### config.mk
export PLATFORM = sky130hd
export DESIGN_NAME = filter_unshift
export DESIGN_NICKNAME = d
export VERILOG_FILES = /design/src/rtl/filter_pkg.sv /design/src/rtl/filter_skid.sv /design/src/rtl/filter_unshift.sv
export SDC_FILE = /design/constraint.sdc
export NUM_CORES = 1
export LEC_CHECK = 0
export BUFFER_PORTS_ARGS = -buffer_cell sky130_fd_sc_hd__buf_2
export CAP_MARGIN = 20
export CORE_MARGIN = 3
export CORE_UTILIZATION = 52
export DETAILED_ROUTE_END_ITERATION = 10
export GPL_ROUTABILITY_DRIVEN = 0
export PLACE_DENSITY = 0.8
export SYNTH_ARGS = -nofsm -noshare
export SYNTH_HDL_FRONTEND = slang
export SYNTH_SLANG_ARGS = --single-unit
### constraint.sdc
create_clock -name clk -period 1.86 [get_ports clk]
set_clock_uncertainty 0.2 [all_clocks]
set_input_delay 0.093 -clock clk [delete_from_list [all_inputs] [get_ports clk]]
set_output_delay 0.093 -clock clk [all_outputs]
set_load 0.01 [all_outputs]
### src/rtl/filter_pkg.sv
// Shared definitions for the Filter shift-with-parity datapath: lane width,
// skid-buffer occupancy encoding and the per-word decode helper.
package filter_pkg;

   localparam int unsigned FILTER_WIDTH  = 16;
   localparam int unsigned UNSHIFT_MAX_W = 64;

   typedef enum logic [1:0] {
      ST_EMPTY,
      ST_ONE,
      ST_TWO
   } occ_state_t;

   // Undo one Filter step on a w-bit lane held zero-extended in UNSHIFT_MAX_W bits:
   // shift right and put the encoder carry-out back into the top lane bit.
   function automatic logic [UNSHIFT_MAX_W-1:0] unshift(
      input logic [UNSHIFT_MAX_W-1:0] data,
      input logic                     parity,
      input int unsigned              w
   );
      logic [UNSHIFT_MAX_W-1:0] lane_mask;
      lane_mask = '1;
      lane_mask = lane_mask >> (UNSHIFT_MAX_W - w);
      return ((data >> 1) & lane_mask) | (UNSHIFT_MAX_W'(parity) << (w - 1));
   endfunction

endpackage

### src/rtl/filter_skid.sv
// Generic 2-entry valid/ready skid buffer. Input ready is registered so there is
// no combinational path from out_ready back to in_ready.
module filter_skid
   import filter_pkg::*;
#(
   parameter int unsigned W = FILTER_WIDTH + 1
) (
   input  logic         clk,
   input  logic         rst_n,
   input  logic [W-1:0] in_data,
   input  logic         in_valid,
   output logic         in_ready,
   output logic [W-1:0] out_data,
   output logic         out_valid,
   input  logic         out_ready
);

   occ_state_t   state_q;
   occ_state_t   state_d;
   logic [W-1:0] main_q;
   logic [W-1:0] skid_q;
   logic         ready_q;
   logic         in_xfer;
   logic         out_xfer;
   logic         load_main_in;
   logic         load_main_skid;
   logic         load_skid;

   assign in_ready  = ready_q;
   assign out_valid = (state_q != ST_EMPTY);
   assign out_data  = main_q;
   assign in_xfer   = in_valid & ready_q;
   assign out_xfer  = out_valid & out_ready;

   always_comb begin
      state_d        = state_q;
      load_main_in   = 1'b0;
      load_main_skid = 1'b0;
      load_skid      = 1'b0;
      case (state_q)
         ST_EMPTY: begin
            if (in_xfer) begin
               load_main_in = 1'b1;
               state_d      = ST_ONE;
            end
         end
         ST_ONE: begin
            if (in_xfer && out_xfer) begin
               load_main_in = 1'b1;
            end else if (in_xfer) begin
               load_skid = 1'b1;
               state_d   = ST_TWO;
            end else if (out_xfer) begin
               state_d = ST_EMPTY;
            end
         end
         ST_TWO: begin
            if (out_xfer) begin
               load_main_skid = 1'b1;
               state_d        = ST_ONE;
            end
         end
         default: state_d = ST_EMPTY;
      endcase
   end

   // Ready tracks the next occupancy, so it is already low in the cycle TWO is entered.
   always_ff @(posedge clk or negedge rst_n) begin
      if (!rst_n) begin
         state_q <= ST_EMPTY;
         ready_q <= 1'b0;
         main_q  <= '0;
         skid_q  <= '0;
      end else begin
         state_q <= state_d;
         ready_q <= (state_d != ST_TWO);
         if (load_main_in) begin
            main_q <= in_data;
         end else if (load_main_skid) begin
            main_q <= skid_q;
         end
         if (load_skid) begin
            skid_q <= in_data;
         end
      end
   end

endmodule

### src/rtl/filter_unshift.sv
// Receive-side decode for the Filter shift-with-parity encoding, with a skid
// buffer for back-pressure and a counter of delivered words.
module filter_unshift
   import filter_pkg::*;
#(
   parameter int unsigned WIDTH = FILTER_WIDTH,
   parameter int unsigned CNT_W = 16
) (
   input  logic             clk,
   input  logic             reset,
   input  logic [WIDTH-1:0] io_x_data,
   input  logic             io_x_valid,
   input  logic             io_x_parity,
   output logic             io_x_ready,
   output logic [WIDTH-1:0] io_y_data,
   output logic             io_y_valid,
   output logic             io_y_parity,
   input  logic             io_y_ready,
   output logic [CNT_W-1:0] io_count
);

   logic [WIDTH-1:0] dec_data;
   logic             dec_par;
   logic [WIDTH:0]   buf_out;
   logic [CNT_W-1:0] count_q;

   assign dec_data = WIDTH'(unshift(UNSHIFT_MAX_W'(io_x_data), io_x_parity, WIDTH));
   assign dec_par  = io_x_data[0];

   filter_skid #(
      .W (WIDTH + 1)
   ) u_skid (
      .clk       (clk),
      .rst_n     (reset),
      .in_data   ({dec_par, dec_data}),
      .in_valid  (io_x_valid),
      .in_ready  (io_x_ready),
      .out_data  (buf_out),
      .out_valid (io_y_valid),
      .out_ready (io_y_ready)
   );

   assign io_y_parity = buf_out[WIDTH];
   assign io_y_data   = buf_out[WIDTH-1:0];

   always_ff @(posedge clk or negedge reset) begin
      if (!reset) begin
         count_q <= '0;
      end else if (io_y_valid && io_y_ready) begin
         count_q <= count_q + CNT_W'(1);
      end
   end

   assign io_count = count_q;

endmodule

* After elaboration in Yosys (flattened, before gate mapping) *
Index checks and enable logic that the tools add are counted.

word-level totals
  bits in registers = 53
  input port bits = 21
  output and inout port bits = 35
  logic and storage cells = 32

operators by class
  add/subtract/negate cells = 1
  equality and inequality tests = 3
  mux-type cells = 15
  bitwise logic cells = 3
  reductions and logical operators = 5

operators by type and width
  kind                                                                    number
  17-bit two-way mux                                                      2
  16-bit by 1-bit adder with 16-bit output (second input constant)        1
  15-bit by 16-bit bitwise OR with 16-bit output                          1
  2-bit two-way mux                                                       5
  1-bit two-way mux                                                       6
  2-bit case mux with 3 select lines                                      1
  2-bit nonzero test                                                      2
  1-bit AND                                                               2
  2-bit by 1-bit equality test with 1-bit output (second input constant)  1
  2-bit equality test (second input constant)                             1
  1-bit logical AND                                                       2
  2-bit logical NOT                                                       1
  2-bit inequality test (second input constant)                           1
  1-bit case mux with 2 select lines                                      1

* Depth between registers and ports, before layout *
  depth after elaboration = 7
  mapped depth = 6
  mapped depth without buffers = 5

* Cells and area by module *
From an unflattened synthesis, not the netlist that was laid out.

unflattened totals
  cells, all modules = 166
  area total of the unflattened synthesis = 2,306.0 µm²

modules (own cells, without submodules)
  module          times used  cells an instance  area an instance (µm²)  seq. area each (µm²)
  filter_skid     1           109                1,605.3                 925.9
  filter_unshift  1           57                 700.7                   400.4

* Least setup slack after synthesis *
Ideal clock, no wire load.

  path type = register to register
  start point = register u_skid.ready_q (netlist: u_skid.in_ready)
  end point = register u_skid.skid_q[0]
  setup time = 0.127 ns
  arrival time = 1.344 ns
  required time = 1.533 ns
  slack = 0.189 ns
  stages on the path, launching flop included = 7
  path buffers = 2
  period minus slack after synthesis = 1.671 ns
  path through = dfrtp_1 -> nand2_1 -> nor2_1 -> and2_1 -> buf_6 -> buf_6 -> mux2_1

on the way
  cells in the longest elaborated chain, start to end = 4
  elaborated cells between the ends (all ways) = 5
  classes of those cells = 3 x mux; 1 x bitwise; 1 x reduce/logical

ends and longest elaborated chain
  item                                                    RTL line                              source
  start: declaration                                      filter_skid.sv:22                     logic ready_q;
  start signal: assignment                                filter_skid.sv:76                     ready_q <= (state_d != ST_TWO);
  1-bit AND (*)                                           filter_skid.sv:32                     assign in_xfer = in_valid & ready_q;
  1-bit two-way mux or 1-bit logical AND (tied branches)  filter_skid.sv:50, filter_skid.sv:48
  1-bit two-way mux (*)                                   filter_skid.sv:48                     if (in_xfer && out_xfer) begin
  1-bit two-way mux (*)                                   filter_skid.sv:40                     case (state_q)
  end signal: assignment                                  filter_skid.sv:83                     skid_q <= in_data;
  end: declaration                                        filter_skid.sv:21                     logic [W-1:0] skid_q;

Mark *: on every way between the ends. The rest lies on a longest branch, timed or not.
A chain may end at the register's enable or synchronous reset.

* Worst setup path after layout *
  start point = register u_skid.state_q[1]
  end point = register u_skid.skid_q[2]

on the way
  cells in the longest elaborated chain, start to end = 5
  elaborated cells between the ends (all ways) = 6
  classes of those cells = 1 x eq/ne; 2 x mux; 1 x bitwise; 2 x reduce/logical

ends and longest elaborated chain
  item                      RTL line           source
  start: declaration        filter_skid.sv:18  occ_state_t state_q;
  start signal: assignment  filter_skid.sv:75  state_q <= state_d;
  2-bit nonzero test        filter_skid.sv:30  assign out_valid = (state_q != ST_EMPTY);
  1-bit AND                 filter_skid.sv:33  assign out_xfer = out_valid & out_ready;
  1-bit logical AND         filter_skid.sv:48
  1-bit two-way mux         filter_skid.sv:48
  1-bit two-way mux (*)     filter_skid.sv:40

Marks and branches as above.

==> impl_metrics.py <==
metrics = {
    "run_status": {
        "status": "finished clean",
    },
    "die": {
        "die_width_um": 71.6,
        "pin_count": 56,
        "start_util": 0.547,
        "die_h_um": 71.6,
        "rows": 23,
        "dieArea_um2": 5120,
        "coreArea_um2": 4090,
    },
    "pwr": {
        "p_switching_mw": 1.27,
        "clkPwrFrac": 0.199,
        "cell_internal_pwr_mw": 2.76,
        "sw_frac_of_total": 0.315,
        "peakVddDrop_v": 0.000674,
        "combPwrFrac": 0.332,
        "seq_power_share": 0.469,
        "pwr_density_cell_nw_per_um2": 1370,
        "p_leak_nw": 1.52,
    },
    "critical_path": {
        "critPathSlowestCell": "dfrtp_1",
        "crit_buf_inv": 2,
        "path_cells": "buf_4, nor2_1, and2_4, buf_12, mux2_1",
        "critPathLaunchType": "flip-flop",
        "cp_slowest_stage_delay_ns": 0.42,
        "crit_fanout": 14,
        "cp.required_ns": 1.84,
        "cp_top_family": "flip-flops",
        "endpoint_kind": "flip-flop",
        "worst-setup-path-type": "reg2reg",
        "crit_arrival_ns": 1.72,
    },
    "place": {
        "place_area_um2": 2600,
        "hpwl_mm": 3.06,
        "io_buffers": 55,
    },
    "final_layout": {
        "ff_latch_area_um2": 1330,
        "multi_input_area_um2": 862,
        "drive_gt1_frac": 0.353,
        "final_util": 0.717,
        "n_fill_cell": 287,
        "design_area_um2": 2930,
        "area_growth_syn_to_layout_pct": 31.0,
        "diodes": 0,
        "fin_nets": 273,
    },
    "route": {
        "ant_nets": 0,
        "drc": 0,
        "routed_wl_mm": 4.39,
        "dr.pass1.iters": 4,
        "drtIter0Drc": 42,
        "routedWlPerCell_um": 14.5,
        "vias": 1579,
        "vias_per_cell": 5.23,
    },
    "synthesis": {
        "synth_edf_count": 0,
        "yosysUniqueCellTypes": 31,
        "ys_seq_area_frac": 0.593,
        "synth_fa_ha_area_frac": 0.00560,
        "synthMuxAreaShare": 0.0951,
        "synthTopCellsByArea": "dfrtp_1, a22o_1, a21o_1, mux2_2, mux2_1",
        "ys_seq_elements": 53,
        "synth_cells": 169,
        "synth_compound_area_frac": 0.136,
        "yosys_warnings": 0,
        "syn_avg_cell_area_um2": 13.2,
        "synth_xor_area_frac": 0.0588,
        "ys.flop_type": "dfrtp_1",
        "synth_largest_area_cell": "dfrtp_1",
        "synthSimpleGateAreaFrac": 0.0845,
        "synth_top_family_by_area": "compound AO/OA/AOI/OAI gates",
        "synthesis.area_um2": 2240,
        "synth-async-reset-ratio": 1.00,
        "synth_top_area_share": 0.593,
        "syn_nets": 191,
    },
    "clock_tree": {
        "insertion_delay_ns": 0.29,
        "htreeDepth": 2,
        "path_clk_slew_ns": 0.10,
        "clock_sinks": 53,
        "cts_made_buffers": 5,
        "ctsLongestPathBuffers": 2,
        "cts_tree": "built",
        "root_buffer": "clkbuf_8",
    },
    "global_route": {
        "grt_pass1_vias": 1625,
        "grt_max_degree": 32,
        "grt_usage": 0.186,
        "gr-total-overflow": 0,
        "grt_pass1_wl_mm": 7.58,
        "antenna_found_initial": 0,
    },
    "sta": {
        "timing.fmax_mhz": 575,
        "setup_viol": 0,
        "rsz0062_at_grt": "false",
        "worstMarginPinSlew_ns": 0.538,
        "final_max_slew_viol_count": 0,
        "min_period_over_period": 0.935,
        "relSlewSlack": 0.641,
        "fin_crit_ns": 1.74,
        "finalHoldViolations": 0,
    },
    "flow_run": {
        "max_cap_viol_count": 0,
    },
    "min_path": {
        "min_path_type": "in2async",
    },
}
[timing repair]
item | in CTS | in global routing
setup buffers | 1 | 0
pin swaps | 1 | 0
gates resized for setup | 0 | 3
setup endpoints to repair | 17 | 20
endpoints found under the hold margin | 89 | 0
hold buffers | 19 | 0
[cell usage after synthesis (3+ instances only)]
cell type  instances
a22o_1            17
xnor2_1           10
nor2_1             6
nand2_1            8
a21o_1            17
mux2_2            10
nor3_1             3
mux2_1             8
buf_2              3
dfrtp_1           53
xor2_1             5
nand3_1            5
[metal layers]
metal | track usage | vias to the layer above | part of all wire
li1 | - | 763 | -
met1 | 0.246 | 772 | 0.44
met2 | 0.314 | 42 | 0.50
met3 | 0.0449 | 2 | 0.057
met4 | 0.0376 | 0 | 0.0032
met5 | 0 | - | 0
[cells by family (layout without fill, tap and decap cells)]
logic type / count (synthesis) / in the layout
flip-flops: 53 / 53
adder cells (fa/ha/maj): 1 / 1
buffers and inverters: 9 / 92
multiplexers: 19 / 19
AND/OR/NAND/NOR: 34 / 34
AO/OA/AOI/OAI: 38 / 38
XOR/XNOR: 15 / 15
[power groups by stage]
stage / logic [mW] / registers [mW] / clock network, mW
finish: 1.34 / 1.89 / 0.802
global route: 1.49 / 1.95 / 0.864
CTS: 1.35 / 1.88 / 0.820
detailed placement: 1.30 / 1.91 / 0
global placement: 1.26 / 1.88 / 0
floorplan: 0.723 / 1.98 / 0
[placed cells by master (no fill, tap or decap), types with 5 or more instances in the layout]
cell type and count:
nor2_1 6, dlygate4sd3_1 19, dfrtp_1 53, xor2_1 5, mux2_1 8, xnor2_1 10, nand3_1 5, buf_2 55
a22o_1 17, buf_4 6, mux2_2 10, a21o_1 17, nand2_1 8, clkbuf_8 6
[state kept, by name, indices dropped and copies added, names as in the netlist]
signal,count
u_skid.out_data,17
u_skid.skid_q,17
u_skid.in_ready,1
u_skid.state_q,2
io_count,16
[worst reg2reg max path, cell delays in order, from the launching register on]
cell and delay [ns]:
dfrtp_1 0.42, buf_4 0.17, nor2_1 0.17, and2_4 0.19, buf_12 0.14, mux2_1 0.34
[path summary, 6_finish.rpt]
path	start	to	slack (ns)	cells past startpoint
setup / recovery	u_skid.state_q[1]	u_skid.skid_q[2]	0.12	5
hold / removal	reset	u_skid.skid_q[6]	0.1	2
setup reg to reg	u_skid.state_q[1]	u_skid.skid_q[2]	0.12	5
hold reg to reg	u_skid.out_data[7]	u_skid.out_data[7]	0.28	1
max in group asynchronous	reset	u_skid.skid_q[2]	0.82	3
min in group clk	io_x_valid	u_skid.state_q[0]	0.13	4
[per-stage QoR]
stage	instances	hold slack, ns	setup TNS [ns]	worst slack (ns)	total power, mW
2_1_floorplan	169	-0.403	0	0.189	2.70
3_3_place_gp	274	-0.100	-0.467	-0.0280	3.14
3_5_place_dp	274	-0.0973	-1.87	-0.119	3.21
4_1_cts	302	0.110	0	0.0676	4.05
5_1_grt	302	0.153	0	0.0429	4.30
6_report	302	0.0960	0	0.120	4.03
[layout make-up]
type                       count  area share
sequential                    53       0.453
multi-input combinational    107       0.294
timing repair buffer          82       0.188
clock buffer                   6      0.0282
tap                           50      0.0214
clock inverter                 2      0.0128
inverter                       2     0.00256
Note: power is estimated with default switching activity, not from simulation.
